**config.mk**
```make
export PLATFORM = sky130hd
export DESIGN_NAME = tlm_mmio_slave_flat
export DESIGN_NICKNAME = d
export VERILOG_FILES = /design/src/rtl/tlm_mmio_slave_if.sv /design/src/rtl/tlm_mmio_slave.sv /design/src/flat_wrapper.sv
export SDC_FILE = /design/constraint.sdc
export NUM_CORES = 1
export LEC_CHECK = 0
export CORE_UTILIZATION = 40
export CTS_BUF_LIST = sky130_fd_sc_hd__clkbuf_4 sky130_fd_sc_hd__clkbuf_8
export DETAILED_ROUTE_END_ITERATION = 10
export PLACE_DENSITY = 0.63
export REMOVE_ABC_BUFFERS = 1
export SYNTH_ARGS = -nofsm -noshare
export SYNTH_HDL_FRONTEND = slang
export SYNTH_SLANG_ARGS = --single-unit
```
**constraint.sdc**
```tcl
create_clock -name clk_i -period 5.05 [get_ports clk_i]
set_clock_uncertainty 0.1 [all_clocks]
set_input_delay 0.7575 -clock clk_i [delete_from_list [all_inputs] [get_ports clk_i]]
set_output_delay 0.7575 -clock clk_i [all_outputs]
set_load 0.05 [all_outputs]
```
**src/rtl/tlm_mmio_slave_if.sv**
```systemverilog
// Memory-mapped request/response bus between a CPU-side master and the
// counter block. Signal names carry the block's _i/_o orientation so the
// slave side reads naturally; the master modport is the mirror image.
//
// Handshake: a request exists when mem_rd_i=1 or mem_wr_i!=0. It is taken in
// the cycle where it exists and mem_accept_o=1. Exactly one cycle later
// mem_ack_o pulses for one cycle with mem_data_rd_o, mem_error_o and
// mem_resp_tag_o valid. Only one request is ever outstanding.
interface tlm_mmio_slave_if;
    logic [31:0] mem_addr_i;
    logic [31:0] mem_data_wr_i;
    logic        mem_rd_i;
    logic [3:0]  mem_wr_i;
    logic [10:0] mem_req_tag_i;
    logic [31:0] mem_data_rd_o;
    logic        mem_accept_o;
    logic        mem_ack_o;
    logic        mem_error_o;
    logic [10:0] mem_resp_tag_o;

    modport master (
        output mem_addr_i,
        output mem_data_wr_i,
        output mem_rd_i,
        output mem_wr_i,
        output mem_req_tag_i,
        input  mem_data_rd_o,
        input  mem_accept_o,
        input  mem_ack_o,
        input  mem_error_o,
        input  mem_resp_tag_o
    );

    modport slave (
        input  mem_addr_i,
        input  mem_data_wr_i,
        input  mem_rd_i,
        input  mem_wr_i,
        input  mem_req_tag_i,
        output mem_data_rd_o,
        output mem_accept_o,
        output mem_ack_o,
        output mem_error_o,
        output mem_resp_tag_o
    );
endinterface

```
**src/rtl/tlm_mmio_slave.sv**
```systemverilog
// Performance-counter MMIO slave: three free-running 64-bit counters
// (cycles, retired instructions, stall cycles) with a coherent LO-then-HI
// read scheme via per-counter shadow registers, a CTRL register
// (enable / clear) and a constant ID register.
//
// Register map, decoded from addr[5:2]:
//   0 MCYCLE_LO   1 MCYCLE_HI   2 MINSTRET_LO   3 MINSTRET_HI
//   4 STALL_LO    5 STALL_HI    6 CTRL          7 ID
//   8..15 unmapped (error response)
//
// Reading a LO word returns the counter's low half as it stood in the accept
// cycle and snapshots the high half into the shadow; reading HI returns the
// shadow, so a LO-then-HI pair is always coherent.
module tlm_mmio_slave #(
    parameter logic [31:0] ID_VALUE     = 32'h544C_4D01,
    parameter logic        RESET_ENABLE = 1'b1
) (
    input  logic               clk_i,
    input  logic               rst_i,
    input  logic               retire_i,
    input  logic               stall_i,
    tlm_mmio_slave_if.slave    bus,
    output logic [63:0]        tlm_mcycle_o,
    output logic [63:0]        tlm_minstret_o,
    output logic [63:0]        tlm_stall_o,
    output logic               dbg_state
);

    localparam logic [2:0] OFF_MCYCLE_LO   = 3'd0;
    localparam logic [2:0] OFF_MCYCLE_HI   = 3'd1;
    localparam logic [2:0] OFF_MINSTRET_LO = 3'd2;
    localparam logic [2:0] OFF_MINSTRET_HI = 3'd3;
    localparam logic [2:0] OFF_STALL_LO    = 3'd4;
    localparam logic [2:0] OFF_STALL_HI    = 3'd5;
    localparam logic [2:0] OFF_CTRL        = 3'd6;
    localparam logic [2:0] OFF_ID          = 3'd7;

    // ST_IDLE: ready to accept; ST_RESP: response being presented.
    typedef enum logic {
        ST_IDLE = 1'b0,
        ST_RESP = 1'b1
    } state_t;

    state_t      state;
    state_t      state_next;

    logic [63:0] mcycle;
    logic [63:0] minstret;
    logic [63:0] stall_cnt;
    logic [31:0] mcycle_shadow;
    logic [31:0] minstret_shadow;
    logic [31:0] stall_shadow;
    logic        enable;

    logic        req;
    logic        wr_req;
    logic        accept;
    logic        take;
    logic [3:0]  offset;
    logic        unmapped;
    logic        rd_wr_both;
    logic        resp_err;
    logic [31:0] resp_data;
    logic        latch_mcycle;
    logic        latch_minstret;
    logic        latch_stall;
    logic        ctrl_wr;
    logic        ctrl_clear;

    logic [31:0] data_q;
    logic        error_q;
    logic [10:0] tag_q;

    // Address bits outside [5:2] and CTRL data bits above bit1 carry no meaning.
    logic        unused_bits;
    assign unused_bits = ^{bus.mem_addr_i[31:6], bus.mem_addr_i[1:0],
                           bus.mem_data_wr_i[31:2]};

    assign wr_req     = (bus.mem_wr_i != 4'd0);
    assign req        = bus.mem_rd_i || wr_req;
    assign offset     = bus.mem_addr_i[5:2];
    assign unmapped   = offset[3];
    assign rd_wr_both = bus.mem_rd_i && wr_req;
    assign take       = req && accept;

    // FSM state register; reset drops any in-flight response.
    always_ff @(posedge clk_i) begin
        if (rst_i) begin
            state <= ST_IDLE;
        end else begin
            state <= state_next;
        end
    end

    // FSM next-state and accept: one request in flight, response the cycle after.
    always_comb begin
        state_next = state;
        accept     = 1'b0;
        case (state)
            ST_IDLE: begin
                accept = !rst_i;
                if (req && !rst_i) begin
                    state_next = ST_RESP;
                end
            end
            ST_RESP: begin
                state_next = ST_IDLE;
            end
            default: begin
                state_next = ST_IDLE;
            end
        endcase
    end

    // Request decode: read mux, shadow-latch strobes and CTRL write strobes.
    always_comb begin
        resp_data      = 32'd0;
        resp_err       = unmapped || rd_wr_both;
        latch_mcycle   = 1'b0;
        latch_minstret = 1'b0;
        latch_stall    = 1'b0;
        ctrl_wr        = 1'b0;
        ctrl_clear     = 1'b0;

        if (!resp_err && bus.mem_rd_i) begin
            case (offset[2:0])
                OFF_MCYCLE_LO:   resp_data = mcycle[31:0];
                OFF_MCYCLE_HI:   resp_data = mcycle_shadow;
                OFF_MINSTRET_LO: resp_data = minstret[31:0];
                OFF_MINSTRET_HI: resp_data = minstret_shadow;
                OFF_STALL_LO:    resp_data = stall_cnt[31:0];
                OFF_STALL_HI:    resp_data = stall_shadow;
                OFF_CTRL:        resp_data = {31'd0, enable};
                OFF_ID:          resp_data = ID_VALUE;
                default:         resp_data = 32'd0;
            endcase
        end

        if (take && !resp_err) begin
            if (bus.mem_rd_i) begin
                latch_mcycle   = (offset[2:0] == OFF_MCYCLE_LO);
                latch_minstret = (offset[2:0] == OFF_MINSTRET_LO);
                latch_stall    = (offset[2:0] == OFF_STALL_LO);
            end
            // Only the low byte lane holds CTRL's live bits.
            if (wr_req && (offset[2:0] == OFF_CTRL) && bus.mem_wr_i[0]) begin
                ctrl_wr    = 1'b1;
                ctrl_clear = bus.mem_data_wr_i[1];
            end
        end
    end

    // Counters, shadows and enable; clear beats increment, new enable applies next cycle.
    always_ff @(posedge clk_i) begin
        if (rst_i) begin
            mcycle          <= 64'd0;
            minstret        <= 64'd0;
            stall_cnt       <= 64'd0;
            mcycle_shadow   <= 32'd0;
            minstret_shadow <= 32'd0;
            stall_shadow    <= 32'd0;
            enable          <= RESET_ENABLE;
        end else begin
            if (ctrl_wr) begin
                enable <= bus.mem_data_wr_i[0];
            end
            if (ctrl_clear) begin
                mcycle          <= 64'd0;
                minstret        <= 64'd0;
                stall_cnt       <= 64'd0;
                mcycle_shadow   <= 32'd0;
                minstret_shadow <= 32'd0;
                stall_shadow    <= 32'd0;
            end else begin
                if (enable) begin
                    mcycle    <= mcycle + 64'd1;
                    minstret  <= minstret + {63'd0, retire_i};
                    stall_cnt <= stall_cnt + {63'd0, stall_i};
                end
                if (latch_mcycle) begin
                    mcycle_shadow <= mcycle[63:32];
                end
                if (latch_minstret) begin
                    minstret_shadow <= minstret[63:32];
                end
                if (latch_stall) begin
                    stall_shadow <= stall_cnt[63:32];
                end
            end
        end
    end

    // Response registers, loaded only when a request is taken.
    always_ff @(posedge clk_i) begin
        if (rst_i) begin
            data_q  <= 32'd0;
            error_q <= 1'b0;
            tag_q   <= 11'd0;
        end else if (take) begin
            data_q  <= resp_data;
            error_q <= resp_err;
            tag_q   <= bus.mem_req_tag_i;
        end
    end

    // Ack is masked during reset so a response caught by reset is never seen.
    assign bus.mem_accept_o   = accept;
    assign bus.mem_ack_o      = (state == ST_RESP) && !rst_i;
    assign bus.mem_data_rd_o  = data_q;
    assign bus.mem_error_o    = error_q;
    assign bus.mem_resp_tag_o = tag_q;

    assign tlm_mcycle_o   = mcycle;
    assign tlm_minstret_o = minstret;
    assign tlm_stall_o    = stall_cnt;
    assign dbg_state      = state;

endmodule
```
**src/flat_wrapper.sv**
```systemverilog
// flat-port wrapper written by rule: the top's interface ports become plain ports
module tlm_mmio_slave_flat 
#(
    parameter logic [31:0] ID_VALUE     = 32'h544C_4D01,
    parameter logic        RESET_ENABLE = 1'b1
)
  (clk_i, rst_i, retire_i, stall_i, tlm_mcycle_o, tlm_minstret_o, tlm_stall_o, dbg_state, bus_mem_addr_i, bus_mem_data_wr_i, bus_mem_rd_i, bus_mem_wr_i, bus_mem_req_tag_i, bus_mem_data_rd_o, bus_mem_accept_o, bus_mem_ack_o, bus_mem_error_o, bus_mem_resp_tag_o);
  tlm_mmio_slave_if bus_i ();
  input  logic clk_i;
  input  logic rst_i;
  input  logic retire_i;
  input  logic stall_i;
  output logic [63:0] tlm_mcycle_o;
  output logic [63:0] tlm_minstret_o;
  output logic [63:0] tlm_stall_o;
  output logic dbg_state;
  input wire logic [$bits(bus_i.mem_addr_i)-1:0] bus_mem_addr_i;
  input wire logic [$bits(bus_i.mem_data_wr_i)-1:0] bus_mem_data_wr_i;
  input wire logic [$bits(bus_i.mem_rd_i)-1:0] bus_mem_rd_i;
  input wire logic [$bits(bus_i.mem_wr_i)-1:0] bus_mem_wr_i;
  input wire logic [$bits(bus_i.mem_req_tag_i)-1:0] bus_mem_req_tag_i;
  output wire logic [$bits(bus_i.mem_data_rd_o)-1:0] bus_mem_data_rd_o;
  output wire logic [$bits(bus_i.mem_accept_o)-1:0] bus_mem_accept_o;
  output wire logic [$bits(bus_i.mem_ack_o)-1:0] bus_mem_ack_o;
  output wire logic [$bits(bus_i.mem_error_o)-1:0] bus_mem_error_o;
  output wire logic [$bits(bus_i.mem_resp_tag_o)-1:0] bus_mem_resp_tag_o;
  assign bus_i.mem_addr_i = bus_mem_addr_i;
  assign bus_i.mem_data_wr_i = bus_mem_data_wr_i;
  assign bus_i.mem_rd_i = bus_mem_rd_i;
  assign bus_i.mem_wr_i = bus_mem_wr_i;
  assign bus_i.mem_req_tag_i = bus_mem_req_tag_i;
  assign bus_mem_data_rd_o = bus_i.mem_data_rd_o;
  assign bus_mem_accept_o = bus_i.mem_accept_o;
  assign bus_mem_ack_o = bus_i.mem_ack_o;
  assign bus_mem_error_o = bus_i.mem_error_o;
  assign bus_mem_resp_tag_o = bus_i.mem_resp_tag_o;
  tlm_mmio_slave #(.ID_VALUE(ID_VALUE), .RESET_ENABLE(RESET_ENABLE)) u_core (.clk_i(clk_i), .rst_i(rst_i), .retire_i(retire_i), .stall_i(stall_i), .bus(bus_i), .tlm_mcycle_o(tlm_mcycle_o), .tlm_minstret_o(tlm_minstret_o), .tlm_stall_o(tlm_stall_o), .dbg_state(dbg_state));
endmodule
```
======== Yosys cells after proc, flatten, opt, wreduce, memory -nomap -nowiden ========
Cells that the tools add are included.
operators by class
  add/sub/neg operators ................... 3
  bitwise operators ....................... 1
  muxes and demuxes ....................... 15
  eq/ne operators ......................... 7
  reductions and logical operators ........ 15
operator list
  operator                                              count
  one-hot mux 32 bit (8 select lines)                   1
  adder 64 x 1 -> 64 bit                                2
  adder 64 x 1 -> 64 bit (second input constant)        1
  2-to-1 mux 32 bit                                     1
  equality test 3 bit (second input constant)           4
  2-to-1 mux 1 bit                                      12
  logical AND 1 bit                                     8
  equality test 3 x 2 -> 1 bit (second input constant)  2
  nonzero test 4 bit                                    1
  equality test 3 x 1 -> 1 bit (second input constant)  1
  zero test 3 bit                                       1
  zero test 1 bit                                       2
  logical OR 1 bit                                      2
  one-hot mux 1 bit (2 select lines)                    1
  OR reduction 2 bit                                    1
  inverter 1 bit                                        1
storage, ports and cells
  flip-flop bits (word level) ............. 334
  logic and storage cells ................. 52

======== Longest topological paths before layout ========
Gate-level depths: netlist of run 1.
  depth in word-level cells ............... 7
  depth in mapped cells ................... 9
  depth with buffers taken out ............ 7

======== Worst setup path after synthesis of run 1 ========
Ideal clock, no wire load.
  path kind ............................... register -> register
  from .................................... register u_core.stall_cnt[0] (netlist: u_core.tlm_stall_o[0])
  to ...................................... register u_core.stall_cnt[30] (netlist: u_core.tlm_stall_o[30])
  buffers on the path ..................... 1
  clock period less this slack ............ 2621 ps
  data arrival time ....................... 2393 ps
  stages on the path, launching flop included .. 9
  path slack .............................. 2429 ps
  library setup time ...................... 128 ps
  cell sequence ........................... dfxtp_1 ha_1 ha_1 nand4_1 or4_1 buf_2 nor4_1 xnor2_1 nor2_1
on the way
  longest elaborated chain between the ends .. 1
RTL lines
  what                      RTL line               RTL
  start: declaration        tlm_mmio_slave.sv:49   logic [63:0] stall_cnt;
  start signal: assignment  tlm_mmio_slave.sv:178  stall_cnt <= stall_cnt + {63'd0, stall_i};
  adder 64 x 1 -> 64 bit    tlm_mmio_slave.sv:178
No other way between the ends.
A chain may end at the register's enable or synchronous reset.

======== Final worst setup path of run 1 ========
  from .................................... input bus_mem_addr_i[3]
  to ...................................... register u_core.mcycle[49] (netlist: u_core.tlm_mcycle_o[49])
on the way
  longest elaborated chain between the ends .. 6
RTL lines
  what                                 RTL line               RTL
  start: declaration                   flat_wrapper.sv:17     input wire logic [$bits(bus_i.mem_addr_i)-1:0] bus_mem_addr_i;
  equality test 3 bit                  tlm_mmio_slave.sv:146  if (wr_req && (offset[2:0] == OFF_CTRL) && bus.mem_wr_i[0]) begin
  logical AND 1 bit (2 in series)      tlm_mmio_slave.sv:146
  2-to-1 mux 1 bit                     tlm_mmio_slave.sv:146
  2-to-1 mux 1 bit                     tlm_mmio_slave.sv:139  if (take && !resp_err) begin
  OR reduction 2 bit (no source line)  -
  end signal: assignment               tlm_mmio_slave.sv:176  mcycle <= mcycle + 64'd1;
  end: declaration                     tlm_mmio_slave.sv:47   logic [63:0] mcycle;
No other way between the ends.

==> results of run 1 <==
## per-stage QoR
| stage | setup slack [ps] | TNS, ps | cell area [sq um] | instances |
|---|---|---|---|---|
| after floorplan | -1213 | -267520 | 15260 | 1858 |
| after global placement | 1268 | 0 | 18760 | 2662 |
| after detailed placement | 1207 | 0 | 18760 | 2662 |
| after CTS | 1779 | 0 | 20050 | 2763 |
| after global routing | 1427 | 0 | 20050 | 2763 |
| final | 1787 | 0 | 20050 | 2763 |
## flip-flops by register name (all words and copies together) (netlist names), 11 cells and up
signal                     flops
u_core.bus.mem_data_rd_o      32
u_core.bus.mem_resp_tag_o     11
u_core.mcycle_shadow          32
u_core.minstret_shadow        32
u_core.stall_shadow           32
u_core.tlm_mcycle_o           64
u_core.tlm_minstret_o         64
u_core.tlm_stall_o            64
## cells by family (layout without fill, tap and decap cells)
logic type               count (synthesis)  after routing  synth area share (%)
AND/OR/NAND/NOR                        933            933                 30.06
AO/OA/AOI/OAI                          422            422                 15.38
buffers and inverters                  137            412                 3.573
adder cells (fa/ha/maj)                  6              6                0.4774
flip-flops                             334            334                 42.52
XOR/XNOR                               103            103                 5.737
multiplexers                            35             35                 2.252
## synth_stat cells (all sizes together), types with 2 or more instances
library cell    n  area (sq um)
nand2         362          1359
dfxtp         334          6686
a21oi         239          1196
nor2          157         589.3
nand4          85         639.4
nand3          83         420.4
o21ai          77         385.4
clkbuf         64         241.5
xor2           61         534.3
or3            59         370.4
buf            48         226.5
xnor2          42         367.9
nor4           40         350.3
mux2i          32         320.3
nor3           30         176.4
or4            29         217.7
and3           24         150.1
inv            24         90.08
o221ai         24         210.2
o31ai          22         165.2
nand2b         21         131.4
o211ai         13         97.59
nand3b         12         90.09
a211oi         11         82.58
a22oi           8         60.06
and4            8         71.32
a21o            6         45.04
and2            6         37.54
ha              6         75.07
nor2b           6         37.54
o32ai           5         43.79
or2             5         31.28
a21boi          4         30.03
o22ai           4         25.02
mux2            3         33.78
nand4b          3         26.28
a221o           2         20.02
o21a            2         15.01
o31a            2         17.52
## worst max-delay path, delay by kind of cell
kind                   cells  cell delay (ps)
buffers and inverters      2              710
AND/OR/NAND/NOR            3             1310
AO/OA/AOI/OAI              1              760
## power groups by stage
stage / clock network [mW] / registers (mW) / logic (mW)
6_report: 2.73 / 2.67 / 0.302
5_1_grt: 2.89 / 2.67 / 0.317
4_1_cts: 2.76 / 2.67 / 0.300
3_5_place_dp: 0 / 2.72 / 0.298
3_3_place_gp: 0 / 2.72 / 0.296
2_1_floorplan: 0 / 2.78 / 0.101
## layer usage
layer	share of wire, %	GRT usage [%]	up-vias
li1	-	-	7493
met1	43	37.18	7532
met2	47	43.87	681
met3	8.0	4.247	92
met4	2.6	8.724	0
met5	0	0	-
## worst paths after layout
kind / start / to / cells past startpoint
setup / recovery: bus_mem_addr_i[3] / u_core.tlm_mcycle_o[49]$_SDFFE_PP0P_ / 6
hold / removal: u_core.bus.mem_data_rd_o[3]$_SDFFE_PP0P_ / u_core.bus.mem_data_rd_o[3]$_SDFFE_PP0P_ / 2
setup reg to reg: u_core.enable$_SDFFE_PP1P_ / u_core.tlm_stall_o[51]$_SDFFE_PP0P_ / 6
hold reg to reg: u_core.bus.mem_data_rd_o[3]$_SDFFE_PP0P_ / u_core.bus.mem_data_rd_o[3]$_SDFFE_PP0P_ / 2
## cell type report
type                    count  share of cell area (%)
repair buffers            286                   14.09
well taps                 518                   3.233
clock inverters             5                  0.4244
flip-flops and latches    334                   33.35
multi-input cells        1499                   42.43
clock buffers              96                   5.998
inverters                  25                  0.4681
## layout by cell type, fill, tap and decap left out, types with 12 or more instances in the layout
cell type | synthesis | layout
nand2_1 | 362 | 362
dfxtp_1 | 334 | 334
clkdlybuf4s50_1 | 0 | 260
a21oi_1 | 239 | 238
nor2_1 | 157 | 156
nand3_1 | 82 | 82
clkbuf_8 | 0 | 77
o21ai_0 | 76 | 76
nand4_1 | 72 | 72
xor2_1 | 61 | 61
or3_1 | 58 | 58
xnor2_1 | 42 | 42
mux2i_1 | 32 | 32
nor4_1 | 31 | 31
or4_1 | 29 | 29
nor3_1 | 26 | 25
and3_1 | 24 | 24
o221ai_1 | 24 | 24
inv_1 | 23 | 23
o31ai_1 | 22 | 22
nand2b_1 | 21 | 21
clkbuf_4 | 0 | 19
buf_4 | 1 | 19
o211ai_1 | 13 | 13
nand3b_1 | 12 | 12
==> out/results.tsv, run 1 <==
stage	metric	value	unit
run	MaxCap Viol Count	0	
place	post-DP HPWL	41190	microns
clocking	Clock Tree Root	clkbuf_8	
clocking	Clock Latency Late Sink	620	ps
clocking	hold buffers post-CTS	0	
die	Site Rows	72	
layout	ANT cells	0	
pwr	Int Pwr	4.334	mW
synthesis	Post-synth EDFFs	0	
die	die area	40110	sq um
clocking	CTS HTree Levels	2	
setup_path	WP data required	5430	ps
outcome	status	completed	
sta	Final setup viols	0	
route	drt first-iter violations	1370	
place	number of port buffers	264	
route	Vias per Instance	5.718	
clocking	CTS Buf Count	57	
layout	post-layout net count	2293	
global_routing	first-pass GRT wire length	86610	microns
sta	measured slew at the worst slew-check pin	1134	ps
global_routing	grt ovf	0	
clocking	clk sinks	334	
clocking	CTS resizes	0	
global_routing	vias in the first global route	14540	
pwr	sw frac	23.90	%
pwr	Psw	1.361	mW
sta	fin crit share	64.61	%
setup_path	critical path class	in -> reg	
setup_path	Setup crit start kind	input pin	
global_routing	largest net degree at the start of global routing	88	
synthesis	Yosys cell types	61	
sta	Slew headroom	23.77	%
route	Antenna Violating Nets Remaining	0	
setup_path	CP Cell Sequence	buf_2 -> nor2b_1 -> and3_1 -> a21o_4 -> buf_12 -> nor2_1	
synthesis	top_reg_cell synth	dfxtp_1	
clocking	CTS tree	built	
die	Die X	200.3	microns
die	I/O Pins	323	
layout	post-route core utilization	51.75	%
setup_path	Worst EP arrival	3640	ps
global_routing	initial antenna violation count	0	
route	mean routed wirelength per cell	20.43	microns
sta	fin crit period	3263	ps
layout	area occupied by multi-input gates	8506	sq um
min_path	min-delay worst type	reg -> reg	
sta	Final Hold Viols	0	
layout	Layout area overhead	27.49	%
sta	Final Max Slew Viols	0	
sta	RSZ-0062 raised after global routing	false	
pwr	Power Total	5.695	mW
sta	Fin Hold WS	349.0	ps
synthesis	#FFs+latches synth	334	
pwr	Power Density	284.1	nW/um^2
die	Floorplan Core Area	38740	sq um
route	1st-pass router iterations	5	
pwr	clock share of power	47.9	%
setup_path	Crit path largest cell delay	840	ps
pwr	VDD IR max	0.1657	mV
sta	fmax	0.3065	GHz
pwr	Leak	6.507	nW
global_routing	Total GRT Usage	27.22	%
synthesis	Seq/Total Area, Yosys	42.52	%
setup_path	reg2reg setup slack	1800	ps
die	Die Ht	200.3	microns
synthesis	Avg Cell Area, Syn	7.982	sq um
pwr	combinational power share	5.3	%
layout	layout cells sized above 1	7.528	%
place	Placer Congestion	0.9272	
route	DRC	0	
setup_path	CP Capture Type	flop	
setup_path	largest fanout on the critical path	87	
route	WL final	56440	microns
route	via count	15800	
clocking	Clock transition at path regs	60	ps
pwr	sequential power share	46.8	%
die	Initial Util	40.59	%
layout	fill count	3762	
synthesis	async set-reset flop share out of synthesis	0	%
synthesis	Synthesis Warnings	0	
synthesis	Post-Syn Instances	1970	
clocking	Post-CTS Setup Bufs	0	
synthesis	mapped cell area	15720	sq um
setup_path	Worst path slowest cell	nor2b_1	
layout	register area	6686	sq um
clocking	clock tree buffer depth	3	
Power figures use the tool's default switching activity.
==> run 2: changes to the inputs <==
clock period = 3.3 ns   (was 5.05 ns; I/O delays follow)
==> run 2 against run 1 <==
Setup slack worse by 1600 ps. Global-route usage grew 1.1 points. Core utilization rose by 0.82 points. Die area unchanged. Highest routed layer is now met5. Non-clock buffer count rose by 50. Wire length up 2.8%. Largest cell class unchanged. Final cell count increased by 1.9%.
==> out/results.tsv, run 2 (synthesis results as in run 1) <==
stage	metric	value	unit
outcome	status	completed	
die	Die X	200.3	microns
sta	Fin Hold WS	165.4	ps
route	mean routed wirelength per cell	20.61	microns
clocking	Clock transition at path regs	60	ps
setup_path	critical path class	reg -> reg	
die	Site Rows	72	
setup_path	CP Capture Type	flop	
pwr	sw frac	24.44	%
die	Initial Util	40.59	%
clocking	CTS tree	built	
die	Floorplan Core Area	38740	sq um
sta	Final setup viols	0	
clocking	CTS HTree Levels	2	
layout	most common cell after layout, fill and taps aside	nand2_1	
sta	RSZ-0062 raised after global routing	false	
route	WL final	58040	microns
route	drt first-iter violations	1488	
global_routing	initial antenna violation count	3	
die	I/O Pins	323	
clocking	CTS resizes	0	
route	Vias per Instance	5.702	
sta	fin crit share	94.15	%
pwr	Psw	2.073	mW
route	Antenna Violating Nets Remaining	0	
global_routing	vias in the first global route	15210	
sta	Final Hold Viols	0	
die	die area	40110	sq um
global_routing	Total GRT Usage	28.34	%
layout	final instance area	20360	sq um
pwr	Int Pwr	6.410	mW
global_routing	grt ovf	0	
place	number of port buffers	264	
clocking	Post-CTS Setup Bufs	0	
sta	fin crit period	3107	ps
clocking	hold buffers post-CTS	0	
pwr	Leak	6.740	nW
route	via count	16060	
place	dpl ws	184.0	ps
clocking	CTS Buf Count	57	
clocking	Clock Latency Late Sink	640	ps
global_routing	first-pass GRT wire length	89670	microns
pwr	Power Density	416.6	nW/um^2
clocking	clk sinks	334	
pwr	sequential power share	48.1	%
run	MaxCap Viol Count	0	
sta	final worst slack	193.0	ps
pwr	combinational power share	5.5	%
sta	Slew headroom	37.23	%
clocking	Clock Tree Root	clkbuf_8	
place	Placer Congestion	0.9252	
route	DRC	0	
pwr	VDD IR max	0.2631	mV
pwr	clock share of power	46.3	%
setup_path	Worst EP arrival	3560	ps
place	DP Area	19160	sq um
route	1st-pass router iterations	7	
sta	Sum Neg Setup Slack	0	ps
setup_path	Setup crit start kind	flop	
die	Die Ht	200.3	microns
layout	most frequent cells in the layout	nand2_1, dfxtp_1, clkdlybuf4s50_1	
sta	Final Max Slew Viols	0	
setup_path	WP data required	3760	ps
min_path	min-delay worst type	in -> reg	
layout	post-layout net count	2343	
place	DP Cell Count	2712	
layout	Layout area overhead	29.51	%
global_routing	largest net degree at the start of global routing	85	
place	post-DP HPWL	42950	microns
layout	Post-Layout Cell Count	2816	
layout	layout cells sized above 1	9.578	%
sta	fmax	0.3219	GHz
setup_path	largest fanout on the critical path	14	
clocking	clock tree buffer depth	3	
sta	measured slew at the worst slew-check pin	934.3	ps
## run 2: worst max-delay path: stages, from the launching register on
cell and delay [ps]:
dfxtp_1 450, ha_1 230, nand3_1 320, nor4_2 710, nand4_2 460, or4_1 610, a21oi_1 140
## run 2: power groups by stage
stage / combinational (mW) / sequential [mW] / clock (mW)
5_1_grt: 0.494 / 4.08 / 4.18
6_report: 0.467 / 4.08 / 3.93
4_1_cts: 0.465 / 4.08 / 3.99
3_5_place_dp: 0.464 / 4.17 / 0
3_3_place_gp: 0.460 / 4.17 / 0
2_1_floorplan: 0.154 / 4.25 / 0
## run 2: final cells by class
cell class,instances,area [sq um]
antenna,1,2.502
clock buffer,96,1165
clock inverter,7,40.04
fill,3796,18370
inverter,25,93.84
multi-input combinational,1499,8502
sequential,334,6686
tap,518,648.1
timing repair buffer,336,3226
## run 2: metal layers
layer,global-route usage [%],share of wire [%],vias to the layer above
li1,-,-,7597
met1,37.17,42,7734
met2,45.61,47,609
met3,5.939,7.6,115
met4,10.82,3.5,2
met5,0,0.022,-
## run 2: path summary, 6_finish.rpt
| check | end | start | slack [ps] | depth (start not counted) |
|---|---|---|---|---|
| hold reg to reg | u_core.bus.mem_data_rd_o[5]$_SDFFE_PP0P_ | u_core.bus.mem_data_rd_o[5]$_SDFFE_PP0P_ | 350 | 2 |
| setup / recovery | u_core.tlm_mcycle_o[58]$_SDFFE_PP0P_ | u_core.tlm_mcycle_o[0]$_SDFFE_PP0P_ | 190 | 6 |
| setup reg to reg | u_core.tlm_mcycle_o[58]$_SDFFE_PP0P_ | u_core.tlm_mcycle_o[0]$_SDFFE_PP0P_ | 190 | 6 |
| hold / removal | u_core.bus.mem_data_rd_o[9]$_SDFFE_PP0P_ | rst_i | 170 | 2 |
## run 2: metrics by stage
step,util [%],total power [mW]
after floorplan,-,4.402
after global placement,49.45,4.629
after detailed placement,49.45,4.634
after CTS,52.56,8.542
after global routing,52.57,8.763
final,52.57,8.483
==> run 3: changes to the inputs <==
CAP_MARGIN = 20   (was default)
SKIP_CTS_REPAIR_TIMING = 1   (was default)
clock period = 2.9 ns   (was 3.3 ns; I/O delays follow)
==> run 3 against run 2 <==
Critical path depth increased by 1. Flip-flop and latch count unchanged. Cell area rose by 3.1%. Core utilization grew 1.6 points. First-iteration DRC count increased by 2.0%. Power grew 18%. Critical endpoint unchanged.
==> out/results.tsv, run 3 (synthesis results as in run 1) <==
stage	metric	value	unit
outcome	status	completed	
layout	most frequent cells in the layout	nand2_1, dfxtp_1, clkdlybuf4s50_1	
clocking	CTS tree	built	
global_routing	grt ovf	0	
die	Die X	200.3	microns
pwr	Leak	7.132	nW
layout	Layout area overhead	33.52	%
sta	Final setup viols	0	
clocking	clk sinks	334	
setup_path	critical path class	reg -> reg	
sta	fin crit period	2669	ps
min_path	Min-Delay Startpoint	rst_i	
sta	RSZ-0062 raised after global routing	false	
clocking	CTS HTree Levels	2	
clocking	clock tree buffer depth	3	
min_path	min-delay worst type	in -> reg	
route	DR WL met3	4054	microns
sta	Final Hold Viols	0	
sta	Final Max Slew Viols	0	
die	die area	40110	sq um
route	Vias per Instance	5.702	
layout	fill count	3668	
sta	fin crit share	92.05	%
die	Die Ht	200.3	microns
route	length of routed met2 wiring	28170	microns
global_routing	largest net degree at the start of global routing	66	
clocking	Clock transition at path regs	60	ps
route	Metal-1 WL	25430	microns
setup_path	CP Capture Type	flop	
clocking	Clock Tree Root	clkbuf_8	
min_path	Hold EP	u_core.bus.mem_error_o$_SDFFE_PP0P_	
global_routing	Total GRT Usage	28.82	%
route	DR top layer	met4	
route	1st-pass router iterations	5	
setup_path	Worst EP arrival	3130	ps
sta	fmax	0.3746	GHz
min_path	hold path cells	2	
clocking	Clock Latency Late Sink	640	ps
die	I/O Pins	323	
route	drt first-iter violations	1518	
setup_path	reg2reg start	u_core.tlm_mcycle_o[0]$_SDFFE_PP0P_	
pwr	VDD IR max	0.2798	mV
clocking	CTS Buf Count	56	
pwr	Power Total	10.02	mW
setup_path	worst reg2reg path depth	7	
die	Floorplan Core Area	38740	sq um
place	DP Area	19680	sq um
layout	final instance area	20990	sq um
place	Placer Congestion	0.9222	
run	MaxCap Viol Count	0	
setup_path	largest fanout on the critical path	14	
layout	layout cells sized above 1	12.03	%
layout	post-layout net count	2407	
setup_path	reg2reg setup slack	230	ps
setup_path	WP data required	3360	ps
route	Antenna Violating Nets Remaining	0	
route	DRC	0	
setup_path	Setup crit start kind	flop	
place	number of port buffers	264	
global_routing	vias in the first global route	15280	
sta	Slew headroom	45.42	%
route	via count	16420	
route	WL final	59400	microns
place	post-DP HPWL	44070	microns
global_routing	initial antenna violation count	1	
route	mean routed wirelength per cell	20.63	microns
global_routing	first-pass GRT wire length	90930	microns
die	Site Rows	72	
sta	measured slew at the worst slew-check pin	816.9	ps
setup_path	Reg-to-Reg End	u_core.tlm_mcycle_o[58]$_SDFFE_PP0P_	
layout	most common cell after layout, fill and taps aside	nand2_1	
die	Initial Util	40.59	%
pwr	Power Density	477.1	nW/um^2
run 3: cell count changes in the layout (fill, tap and decap cells not counted), moves of 2 or more:
cell / change
buf_4: +62
buf_12: +3
clkbuf_4: -12
clkinvlp_4: -2
clkbuf_8: +8
bufinv_16: +3
run 3: final cells by class:
class	count	area [sq um]	area share (%)
diodes	1	2.502	0.01192
clock buffers	92	1185	5.644
clock inverters	9	120.1	0.5721
inverters	25	93.84	0.4470
multi-input cells	1499	8507	40.52
flip-flops and latches	334	6686	31.85
well taps	518	648.1	3.087
repair buffers	401	3751	17.87
run 3: where the power goes:
group / internal, mW / total (mW) / switching [mW]
clock network: 2.83 / 4.82 / 1.99
registers: 4.62 / 4.65 / 0.0306
logic: 0.175 / 0.547 / 0.372
total: 7.63 / 10.0 / 2.39
run 3: critical path: stages, from the launching register on:
cell     delay [ps]
dfxtp_1         460
ha_1            240
nand3_2         210
nor4_2          330
buf_4           190
nand4_2         310
or4_1           600
a21oi_1         150
run 3: worst max-delay path by stage:
stage / start / to / slack [ps] / cells after the start
after CTS: u_core.tlm_mcycle_o[0]$_SDFFE_PP0P_ / u_core.tlm_mcycle_o[58]$_SDFFE_PP0P_ / 130 / 7
final: u_core.tlm_mcycle_o[0]$_SDFFE_PP0P_ / u_core.tlm_mcycle_o[58]$_SDFFE_PP0P_ / 230 / 7
after global routing: u_core.tlm_mcycle_o[0]$_SDFFE_PP0P_ / u_core.tlm_mcycle_o[60]$_SDFFE_PP0P_ / 60 / 7
after detailed placement: stall_i / u_core.tlm_stall_o[40]$_SDFFE_PP0P_ / -70 / 10
after floorplan: bus_mem_addr_i[3] / u_core.tlm_stall_o[36]$_SDFFE_PP0P_ / -3040 / 5
after global placement: stall_i / u_core.tlm_stall_o[40]$_SDFFE_PP0P_ / -50 / 10
run 3: layer usage:
metal	global-route usage, %	up-vias
li1	-	7726
met1	38.49	7955
met2	47.23	624
met3	4.458	110
met4	9.951	0
met5	0	-
run 3: per-stage QoR:
stage / setup TNS (ps) / util (%) / hold WS [ps] / cells / setup slack [ps]
2_1_floorplan: -788570 / - / 331.2 / 1858 / -3041
3_3_place_gp: -186.6 / 50.81 / 343.0 / 2777 / -46.37
3_5_place_dp: -284.0 / 50.81 / 346.6 / 2777 / -67.09
4_1_cts: 0 / 54.18 / 10.27 / 2878 / 134.4
5_1_grt: 0 / 54.20 / 36.61 / 2879 / 55.20
6_report: 0 / 54.20 / 48.60 / 2879 / 230.5
